`src/rtl/muldiv_seq_if.sv`:
```
// muldiv_seq_if -- request/response bundle for the sequential RV32M unit.
//   start     : one-cycle request, sampled on rising clk
//   funct3    : RV32M operation select
//   rs1_data  : dividend / multiplicand
//   rs2_data  : divisor / multiplier
//   flush     : abort the in-flight operation
//   busy      : accepted operation not yet finished
//   valid     : one-cycle pulse, result is valid
//   result    : operation result, held until the next valid
interface muldiv_seq_if;
    logic        start;
    logic [2:0]  funct3;
    logic [31:0] rs1_data;
    logic [31:0] rs2_data;
    logic        flush;
    logic        busy;
    logic        valid;
    logic [31:0] result;

    modport master (
        output start, funct3, rs1_data, rs2_data, flush,
        input  busy, valid, result
    );

    modport slave (
        input  start, funct3, rs1_data, rs2_data, flush,
        output busy, valid, result
    );
endinterface

```
`src/rtl/muldiv_seq.sv`:
```
// muldiv_seq -- iterative RV32M multiply/divide unit.
// One radix-2 step per cycle over 32 cycles: shift-add multiply and restoring
// divide, both on operand magnitudes with the sign fixed up at the end.
// Divide-by-zero and signed overflow skip the iterations entirely.
// Ports:
//   clk   : clock
//   rst_n : asynchronous active-low reset
//   bus   : muldiv_seq_if.slave request/response bundle
//
// state  | meaning
// -------+-----------------------------------------------
// IDLE   | waiting for start
// CALC   | iterating, cnt_q = step index 0..31
// DONE   | result presented for one cycle (valid unless flushed)
module muldiv_seq (
    input logic         clk,
    input logic         rst_n,
    muldiv_seq_if.slave bus
);

    localparam logic [1:0] S_IDLE = 2'd0;
    localparam logic [1:0] S_CALC = 2'd1;
    localparam logic [1:0] S_DONE = 2'd2;

    logic [1:0]  state_q;
    logic [4:0]  cnt_q;
    logic [2:0]  op_q;
    logic        neg_q;
    logic        rneg_q;
    logic [31:0] hi_q;
    logic [31:0] lo_q;
    logic [31:0] b_q;
    logic [31:0] res_pend_q;
    logic [31:0] result_q;

    logic        s1_in;
    logic        s2_in;
    logic [31:0] a_mag;
    logic [31:0] b_mag;
    logic        div_zero;
    logic        div_ovf;
    logic [31:0] bypass_val;

    logic [32:0] add_sum;
    logic [32:0] rem_shift;
    logic [32:0] rem_diff;
    logic [31:0] hi_n;
    logic [31:0] lo_n;
    logic [63:0] prod_s;
    logic [31:0] quo_s;
    logic [31:0] rem_s;
    logic [31:0] final_val;

    // Operand sign flags only apply to the signed variants.
    always_comb begin
        s1_in = 1'b0;
        s2_in = 1'b0;
        case (bus.funct3)
            3'b001: begin s1_in = bus.rs1_data[31]; s2_in = bus.rs2_data[31]; end
            3'b010: begin s1_in = bus.rs1_data[31]; end
            3'b100,
            3'b110: begin s1_in = bus.rs1_data[31]; s2_in = bus.rs2_data[31]; end
            default: ;
        endcase
    end

    assign a_mag = s1_in ? (32'd0 - bus.rs1_data) : bus.rs1_data;
    assign b_mag = s2_in ? (32'd0 - bus.rs2_data) : bus.rs2_data;

    assign div_zero = bus.funct3[2] && (bus.rs2_data == 32'd0);
    assign div_ovf  = bus.funct3[2] && !bus.funct3[0] &&
                      (bus.rs1_data == 32'h8000_0000) && (bus.rs2_data == 32'hFFFF_FFFF);

    always_comb begin
        bypass_val = 32'd0;
        if (div_zero)
            bypass_val = bus.funct3[1] ? bus.rs1_data : 32'hFFFF_FFFF;
        else if (div_ovf)
            bypass_val = bus.funct3[1] ? 32'd0 : 32'h8000_0000;
    end

    // hi_q/lo_q hold {accumulator, multiplier} for multiply and
    // {partial remainder, dividend/quotient} for divide; b_q is the other operand.
    assign add_sum   = {1'b0, hi_q} + (lo_q[0] ? {1'b0, b_q} : 33'd0);
    assign rem_shift = {hi_q, lo_q[31]};
    assign rem_diff  = rem_shift - {1'b0, b_q};

    always_comb begin
        if (op_q[2]) begin
            if (!rem_diff[32]) begin
                hi_n = rem_diff[31:0];
                lo_n = {lo_q[30:0], 1'b1};
            end else begin
                hi_n = rem_shift[31:0];
                lo_n = {lo_q[30:0], 1'b0};
            end
        end else begin
            hi_n = add_sum[32:1];
            lo_n = {add_sum[0], lo_q[31:1]};
        end
    end

    always_comb begin
        prod_s = neg_q ? (64'd0 - {hi_n, lo_n}) : {hi_n, lo_n};
        quo_s  = neg_q ? (32'd0 - lo_n) : lo_n;
        rem_s  = rneg_q ? (32'd0 - hi_n) : hi_n;
        if (op_q[2])
            final_val = op_q[1] ? rem_s : quo_s;
        else
            final_val = (op_q[1:0] == 2'b00) ? prod_s[31:0] : prod_s[63:32];
    end

    always_ff @(posedge clk or negedge rst_n) begin
        if (!rst_n) begin
            state_q    <= S_IDLE;
            cnt_q      <= 5'd0;
            op_q       <= 3'd0;
            neg_q      <= 1'b0;
            rneg_q     <= 1'b0;
            hi_q       <= 32'd0;
            lo_q       <= 32'd0;
            b_q        <= 32'd0;
            res_pend_q <= 32'd0;
            result_q   <= 32'd0;
        end else if (bus.flush) begin
            state_q <= S_IDLE;
            cnt_q   <= 5'd0;
        end else begin
            case (state_q)
                S_IDLE: begin
                    if (bus.start) begin
                        op_q   <= bus.funct3;
                        neg_q  <= s1_in ^ s2_in;
                        rneg_q <= s1_in;
                        hi_q   <= 32'd0;
                        lo_q   <= a_mag;
                        b_q    <= b_mag;
                        cnt_q  <= 5'd0;
                        if (div_zero || div_ovf) begin
                            res_pend_q <= bypass_val;
                            state_q    <= S_DONE;
                        end else begin
                            state_q <= S_CALC;
                        end
                    end
                end
                S_CALC: begin
                    hi_q  <= hi_n;
                    lo_q  <= lo_n;
                    cnt_q <= cnt_q + 5'd1;
                    if (cnt_q == 5'd31) begin
                        res_pend_q <= final_val;
                        state_q    <= S_DONE;
                    end
                end
                S_DONE: begin
                    result_q <= res_pend_q;
                    state_q  <= S_IDLE;
                end
                default: state_q <= S_IDLE;
            endcase
        end
    end

    // A flush in the DONE cycle must hide the new value, hence the bypass
    // mux rather than a plain registered result.
    assign bus.busy   = (state_q != S_IDLE);
    assign bus.valid  = (state_q == S_DONE) && !bus.flush;
    assign bus.result = bus.valid ? res_pend_q : result_q;

endmodule

```
`src/flat_wrapper.sv`:
```
// flat-port wrapper written by rule: the top's interface ports become plain ports
module muldiv_seq_flat 
  (clk, rst_n, bus_start, bus_funct3, bus_rs1_data, bus_rs2_data, bus_flush, bus_busy, bus_valid, bus_result);
  muldiv_seq_if bus_i ();
  input logic clk;
  input logic rst_n;
  input wire logic [$bits(bus_i.start)-1:0] bus_start;
  input wire logic [$bits(bus_i.funct3)-1:0] bus_funct3;
  input wire logic [$bits(bus_i.rs1_data)-1:0] bus_rs1_data;
  input wire logic [$bits(bus_i.rs2_data)-1:0] bus_rs2_data;
  input wire logic [$bits(bus_i.flush)-1:0] bus_flush;
  output wire logic [$bits(bus_i.busy)-1:0] bus_busy;
  output wire logic [$bits(bus_i.valid)-1:0] bus_valid;
  output wire logic [$bits(bus_i.result)-1:0] bus_result;
  assign bus_i.start = bus_start;
  assign bus_i.funct3 = bus_funct3;
  assign bus_i.rs1_data = bus_rs1_data;
  assign bus_i.rs2_data = bus_rs2_data;
  assign bus_i.flush = bus_flush;
  assign bus_busy = bus_i.busy;
  assign bus_valid = bus_i.valid;
  assign bus_result = bus_i.result;
  muldiv_seq u_core (.clk(clk), .rst_n(rst_n), .bus(bus_i));
endmodule
```
`config.mk`:
```
export PLATFORM = sky130hd
export DESIGN_NAME = muldiv_seq_flat
export DESIGN_NICKNAME = d
export VERILOG_FILES = /design/src/rtl/muldiv_seq_if.sv /design/src/rtl/muldiv_seq.sv /design/src/flat_wrapper.sv
export SDC_FILE = /design/constraint.sdc
export NUM_CORES = 1
export LEC_CHECK = 0
export BUFFER_PORTS_ARGS = -buffer_cell sky130_fd_sc_hd__clkbuf_2
export CORE_ASPECT_RATIO = 1.2
export CORE_UTILIZATION = 31
export CTS_BUF_LIST = sky130_fd_sc_hd__clkbuf_8
export CTS_CLUSTER_DIAMETER = 100
export DETAILED_ROUTE_END_ITERATION = 10
export PLACE_DENSITY = 0.52
export SYNTH_ARGS = -nofsm -noshare
export SYNTH_HDL_FRONTEND = slang
export SYNTH_SLANG_ARGS = --single-unit
```
`constraint.sdc`:
```
create_clock -name clk -period 5.75 [get_ports clk]
set_clock_uncertainty 0.2 [all_clocks]
set_input_delay 0.575 -clock clk [delete_from_list [all_inputs] [get_ports clk]]
set_output_delay 0.575 -clock clk [all_outputs]
set_load 0.02 [all_outputs]
```
---- Yosys cells after proc, flatten, opt, wreduce, memory -nomap -nowiden ----
Cells that the tools add are included.
storage, ports and cells
  register bits after elaboration ......... 172
  bits of input ports ..................... 71
  output and inout bits ................... 34
  logic and storage cells ................. 92
cells by class
  add/subtract/negate cells ............... 8
  eq/ne operators ......................... 14
  multiplexer cells ....................... 36
  bitwise gates (word level) .............. 2
  reduce and logical (&&, ||, !) cells .... 22
operators by type and width
  kind                                                                     count
  32-bit 2-to-1 mux                                                        21
  32-bit one-hot mux with 2 select lines                                   3
  1-bit by 32-bit subtractor with 32-bit output, first input constant      4
  32-bit equality test, second input constant                              2
  64-bit 2-to-1 mux                                                        1
  1-bit by 64-bit subtractor with 64-bit output, first input constant      1
  32-bit by 33-bit adder with 33-bit output                                1
  33-bit by 32-bit subtractor with 33-bit output                           1
  32-bit zero test                                                         1
  5-bit 2-to-1 mux                                                         2
  5-bit one-hot mux with 2 select lines                                    1
  2-bit 2-to-1 mux                                                         4
  3-bit equality test, second input constant                               2
  2-bit AND reduction                                                      3
  3-bit AND reduction                                                      2
  5-bit by 1-bit adder with 5-bit output, second input constant            1
  5-bit equality test, second input constant                               1
  1-bit logical AND                                                        5
  5-bit AND reduction                                                      1
  2-bit zero test                                                          2
  2-bit by 1-bit inequality test with 1-bit output, second input constant  2
  2-bit one-hot mux with 2 select lines                                    1
  2-bit nonzero test                                                       2
  4-bit OR reduction                                                       1
  other kinds (14)                                                         17

---- Depth between registers and ports, before layout ----
  depth in word-level cells ............... 9
  depth in mapped cells ................... 24

---- Worst setup path after synthesis ----
OpenSTA, ideal clock, no wires.
  path type ............................... register -> register
  start ................................... reg u_core.hi_q[24]
  end ..................................... reg u_core.res_pend_q[22]
  arrival ................................. 5.228 ns
  slack ................................... 0.191 ns
  stages on the path, launching flop included .. 23
  buffers on the path ..................... 4
  period minus slack after synthesis ...... 5.559 ns
  path through ............................ dfrtp_1 ha_1 a21oi_1 o21ai_1 a221o_1 or3_4 o211ai_4 buf_4 buf_4 nor2_1 nor2_1 ha_1 o21ai_0 or3_1 or2_2 clkbuf_1 or2_2 clkbuf_1 nor4_1 a21oi_1 xor2_1 a221oi_1 o21ai_0
on the way
  word-level cells in the longest chain between the ends .. 9
  elaborated cells between the ends (all ways) .. 16
  those cells by class .................... add/sub (4); mux (12)
RTL lines
  what                                                                   line                                  RTL
  start, declared                                                        muldiv_seq.sv:30                      logic [31:0] hi_q;
  start signal, assigned                                                 muldiv_seq.sv:148                     hi_q <= hi_n;
  33-bit by 32-bit subtractor with 33-bit output (*)                     muldiv_seq.sv:86                      assign rem_diff = rem_shift - {1'b0, b_q};
  1-bit 2-to-1 mux or 32-bit 2-to-1 mux (tied branches)                  muldiv_seq.sv:90                      if (!rem_diff[32]) begin
  32-bit 2-to-1 mux                                                      muldiv_seq.sv:89                      if (op_q[2]) begin
  1-bit by 64-bit subtractor with 64-bit output (tied with other cells)  muldiv_seq.sv:104                     prod_s = neg_q ? (64'd0 - {hi_n, lo_n}) : {hi_n, lo_n};
  64-bit 2-to-1 mux (tied with other cells)                              muldiv_seq.sv:104
  32-bit 2-to-1 mux, on equally long branches                            muldiv_seq.sv:110, muldiv_seq.sv:108
  32-bit 2-to-1 mux (*)                                                  muldiv_seq.sv:107                     if (op_q[2])
  32-bit 2-to-1 mux (*)                                                  muldiv_seq.sv:151                     if (cnt_q == 5'd31) begin
  32-bit one-hot mux with 2 select lines (*)                             muldiv_seq.sv:129                     case (state_q)
  end signal, assigned                                                   muldiv_seq.sv:140                     res_pend_q <= bypass_val;
  end signal, assigned                                                   muldiv_seq.sv:152                     res_pend_q <= final_val;
  end, declared                                                          muldiv_seq.sv:33                      logic [31:0] res_pend_q;
Every way passes the cells marked *; elsewhere a longest branch is shown, timed or not. The select of a mux whose other input is x is not followed.
A chain may end at the register's enable or synchronous reset.

---- Worst setup path in the final report ----
  start ................................... reg u_core.lo_q[31]
  end ..................................... reg u_core.res_pend_q[25]
on the way
  word-level cells in the longest chain between the ends .. 9
  elaborated cells between the ends (all ways) .. 16
  those cells by class .................... add/sub (4); mux (12)
RTL lines
  what                                                                   line                                  RTL
  start, declared                                                        muldiv_seq.sv:31                      logic [31:0] lo_q;
  start signal, assigned                                                 muldiv_seq.sv:136                     lo_q <= a_mag;
  start signal, assigned                                                 muldiv_seq.sv:149                     lo_q <= lo_n;
  33-bit by 32-bit subtractor with 33-bit output                         muldiv_seq.sv:86
  1-bit 2-to-1 mux or 32-bit 2-to-1 mux (tied branches)                  muldiv_seq.sv:90
  32-bit 2-to-1 mux                                                      muldiv_seq.sv:89
  1-bit by 64-bit subtractor with 64-bit output (tied with other cells)  muldiv_seq.sv:104
  64-bit 2-to-1 mux (tied with other cells)                              muldiv_seq.sv:104
  32-bit 2-to-1 mux, on equally long branches                            muldiv_seq.sv:110, muldiv_seq.sv:108
  32-bit 2-to-1 mux (*)                                                  muldiv_seq.sv:107
  32-bit 2-to-1 mux (*)                                                  muldiv_seq.sv:151
  32-bit one-hot mux with 2 select lines (*)                             muldiv_seq.sv:129
Marks and branches as above.

==> impl_metrics.env <==
export IMPL_status="finished, final reports clean"
export IMPL_ys_warn_count=0
export IMPL_yosys_top_cells_area="dfrtp_1 25%, o21ai_0 6.0%, a21oi_1 5.7%"
export IMPL_synth_top_area_cell="dfrtp_1"
export IMPL_grt_ovfl_total=0
export IMPL_first_pass_iters=5
export IMPL_first_iter_violations=1411
export IMPL_syn_nets=2329
export IMPL_antenna_found_initial=1
export IMPL_yosysUniqueCellTypes=93
export IMPL_cpMaxStageDelayCell="o31ai_1"
export IMPL_crit_top_cell="o31ai_1"
export IMPL_final_cell_mix="204 x nand2_1, 201 x o21ai_0, 197 x nor2_1"
export IMPL_cts_root_buffer="clkbuf_8"
export IMPL_hp_class="in -> reg"
export IMPL_finalSetupTns_ps=0
export IMPL_nets=2428
export IMPL_cp_max_fo=6
export IMPL_place_gp_congestion=0.9870
export IMPL_worstSetupStartpointType="flop"
export IMPL_holdPathStages=3
export IMPL_cts_made_buffers=17
export IMPL_coreArea_mm2=0.05376
export IMPL_drv_slew=0
export IMPL_relSlewSlack_pct=28.94
export IMPL_place_hpwl_um=55560
export IMPL_areaGrowthSynthToFinish_pct=12.80
export IMPL_wl_per_cell_um=23.47
export IMPL_stdcell_count=3009
export IMPL_grt_pass1_vias=17300
export IMPL_syn_area_per_cell_um2=7.733
export IMPL_cp_num_buf_inv=1
export IMPL_path_clk_slew_ps=110
export IMPL_cts_sinks=172
export IMPL_cts_tree="built"
export IMPL_path_delay_family="compound AO/OA/AOI/OAI gates"
export IMPL_port_buffer_count=104
export IMPL_setup_violations=0
export IMPL_ys_flop_type="dfrtp_1"
export IMPL_finalWirelength_um=70620
export IMPL_vias=17470
export IMPL_syn_area_mm2=0.01690
export IMPL_dieWidth_um=215.1
export IMPL_power_leakage_nw=7.922
export IMPL_ir_drop_mv=0.2290
export IMPL_vias_per_cell=5.807
export IMPL_end_kind="flop"
export IMPL_synth_top_cell_area_share_pct=25.47
export IMPL_drive_above_1_share_pct=15.24
export IMPL_cp_cell_sequence="inv_1 > ha_1 > fa_1 > nor2b_4 > o31ai_1 > a211oi_1 > o31ai_1 > xnor2_1 > a311oi_1 > o221ai_1 > a211o_1 > or3_1 > o211ai_1 > o31ai_1 > a2111oi_0 > o22ai_1"
export IMPL_dp_cells=2971
export IMPL_layout_commonest_cell="nand2_1"
export IMPL_ys_ff_latch=172
export IMPL_critPathKind="reg -> reg"
export IMPL_drc=0
export IMPL_power_density_mw_per_mm2=455.9
export IMPL_ant_nets=0
export IMPL_clock_fmax_mhz=181.7
export IMPL_hold_viol_final=0
export IMPL_start_util_pct=31.43
export IMPL_grt_max_degree=106
export IMPL_max_cap_violations=0
export IMPL_rows=93
export IMPL_slowest_delay_ps=810
export IMPL_grt_pass1_wl_um=107600
export IMPL_h_tree_depth=4
export IMPL_reg2regPathDepth=16
export IMPL_grt_use_total_pct=25.50
export IMPL_worst_ep_arrival_time_ps=5740
export IMPL_die_height_um=257.7
export IMPL_worstPathRequired_ps=5990
export IMPL_synth_edf_count=0
export IMPL_period_share_pct=95.69
export IMPL_cp_depth=16
export IMPL_min_period_ps=5502
export IMPL_final_fill_count=5731
export IMPL_die_area_mm2=0.05545
export IMPL_insertion_delay_ps=600
export IMPL_synthArstFlopShare_pct=100.0
export IMPL_synthCells=2185
export IMPL_yosysSeqAreaShare_pct=25.47
export IMPL_ctsLongestPathBuffers=2
export IMPL_ioPinCount=105
export IMPL_worst_slew_pin_slew_ps=1062
export IMPL_rsz0062_at_grt="no"
sequential cells by signal, summed over array words and instances (netlist names):
register,count
u_core.lo_q,32
u_core.rneg_q,1
u_core.state_q,2
u_core.neg_q,1
u_core.b_q,32
u_core.op_q,3
u_core.res_pend_q,32
u_core.hi_q,32
u_core.result_q,32
u_core.cnt_q,5
layer usage:
metal  vias up  part of all wire (%)  GRT usage (%)
met5         -                     0              0
met4         0                   6.2          15.64
met3       126                   4.4          3.274
met2       568                    47          42.58
met1      8538                    42          31.20
li1       8242                     -              -
cell families after synthesis:
logic type      after synthesis  share of synthesized area, %
compound gates              724                         27.58
xor+xnor                    163                         8.449
fa+ha+maj                    73                         5.495
buf+inv                     200                         4.769
flops                       172                         25.47
mux                          97                         6.198
simple gates                756                         22.03
cell type report:
class	instances	area, um^2	area share, %
diodes	1	2.502	0.01313
clock buffers	17	234.0	1.228
clock inverters	14	151.4	0.7944
inverters	68	255.2	1.339
multi-input cells	1813	11850	62.18
flip-flops and latches	172	4309	22.61
well taps	712	890.9	4.674
repair buffers	212	1364	7.156
report_power, final:
group / switching, mW / internal (mW) / total [mW]
sequential: 0.368 / 1.56 / 1.93
combinational: 3.62 / 2.18 / 5.80
clock: 0.595 / 0.358 / 0.952
total: 4.59 / 4.10 / 8.69
worst paths after layout:
path / from / end / slack (ps)
hold reg to reg: u_core.result_q[0] / u_core.result_q[0] / 300
hold / removal: bus_rs2_data[1] / u_core.b_q[1] / 80
min in group asynchronous: rst_n / u_core.result_q[23] / 480
max in group asynchronous: rst_n / u_core.op_q[2] / 3840
setup / recovery: u_core.lo_q[31] / u_core.res_pend_q[25] / 250
setup reg to reg: u_core.lo_q[31] / u_core.res_pend_q[25] / 250
synthesized netlist by cell type (18+ instances only):
master and count:
and3_1 18, nor2_1 198, o21ai_0 202, nand2_1 204, inv_1 68, ha_1 71, buf_2 23, xor2_1 76
dfrtp_1 172, a31oi_1 30, a21oi_1 192, nand3_1 46, and2_1 43, nand4_1 34, nand2b_1 19, clkbuf_1 98
nor4_1 19, or3_1 30, nor3_1 62, a22o_1 25, xnor2_1 87, mux2i_1 39, o31ai_1 30, mux2_2 56
o211ai_1 30, o21a_1 20, a21o_1 25
worst register-to-register path, cell delays in order (launching register included):
cell and delay, ps:
dfrtp_1 440, inv_1 90, ha_1 180, fa_1 240, nor2b_4 80, o31ai_1 390
a211oi_1 220, o31ai_1 810, xnor2_1 200, a311oi_1 460, o221ai_1 320, a211o_1 350
or3_1 420, o211ai_1 190, o31ai_1 110, a2111oi_0 500, o22ai_1 160
through the flow:
stage	util [%]	power (mW)	cell area (um^2)	worst slack, ps	hold WS (ps)
floorplan	-	5.632	16900	191.4	79.41
global placement	34.56	7.582	18580	255.5	274.5
detailed placement	34.56	7.593	18580	176.0	277.0
CTS	35.33	8.610	18990	138.1	17.18
global route	35.45	9.280	19060	9.899	81.09
finish	35.45	8.689	19060	247.6	76.10
repair_timing:
action                     CTS  global route
setup endpoints to repair    0             8
hold buffers                 3             0
hold endpoints to repair   106             0
resized for setup            0            13
buffers inserted             0             3
No activity file was read; power rests on OpenSTA's default activity.
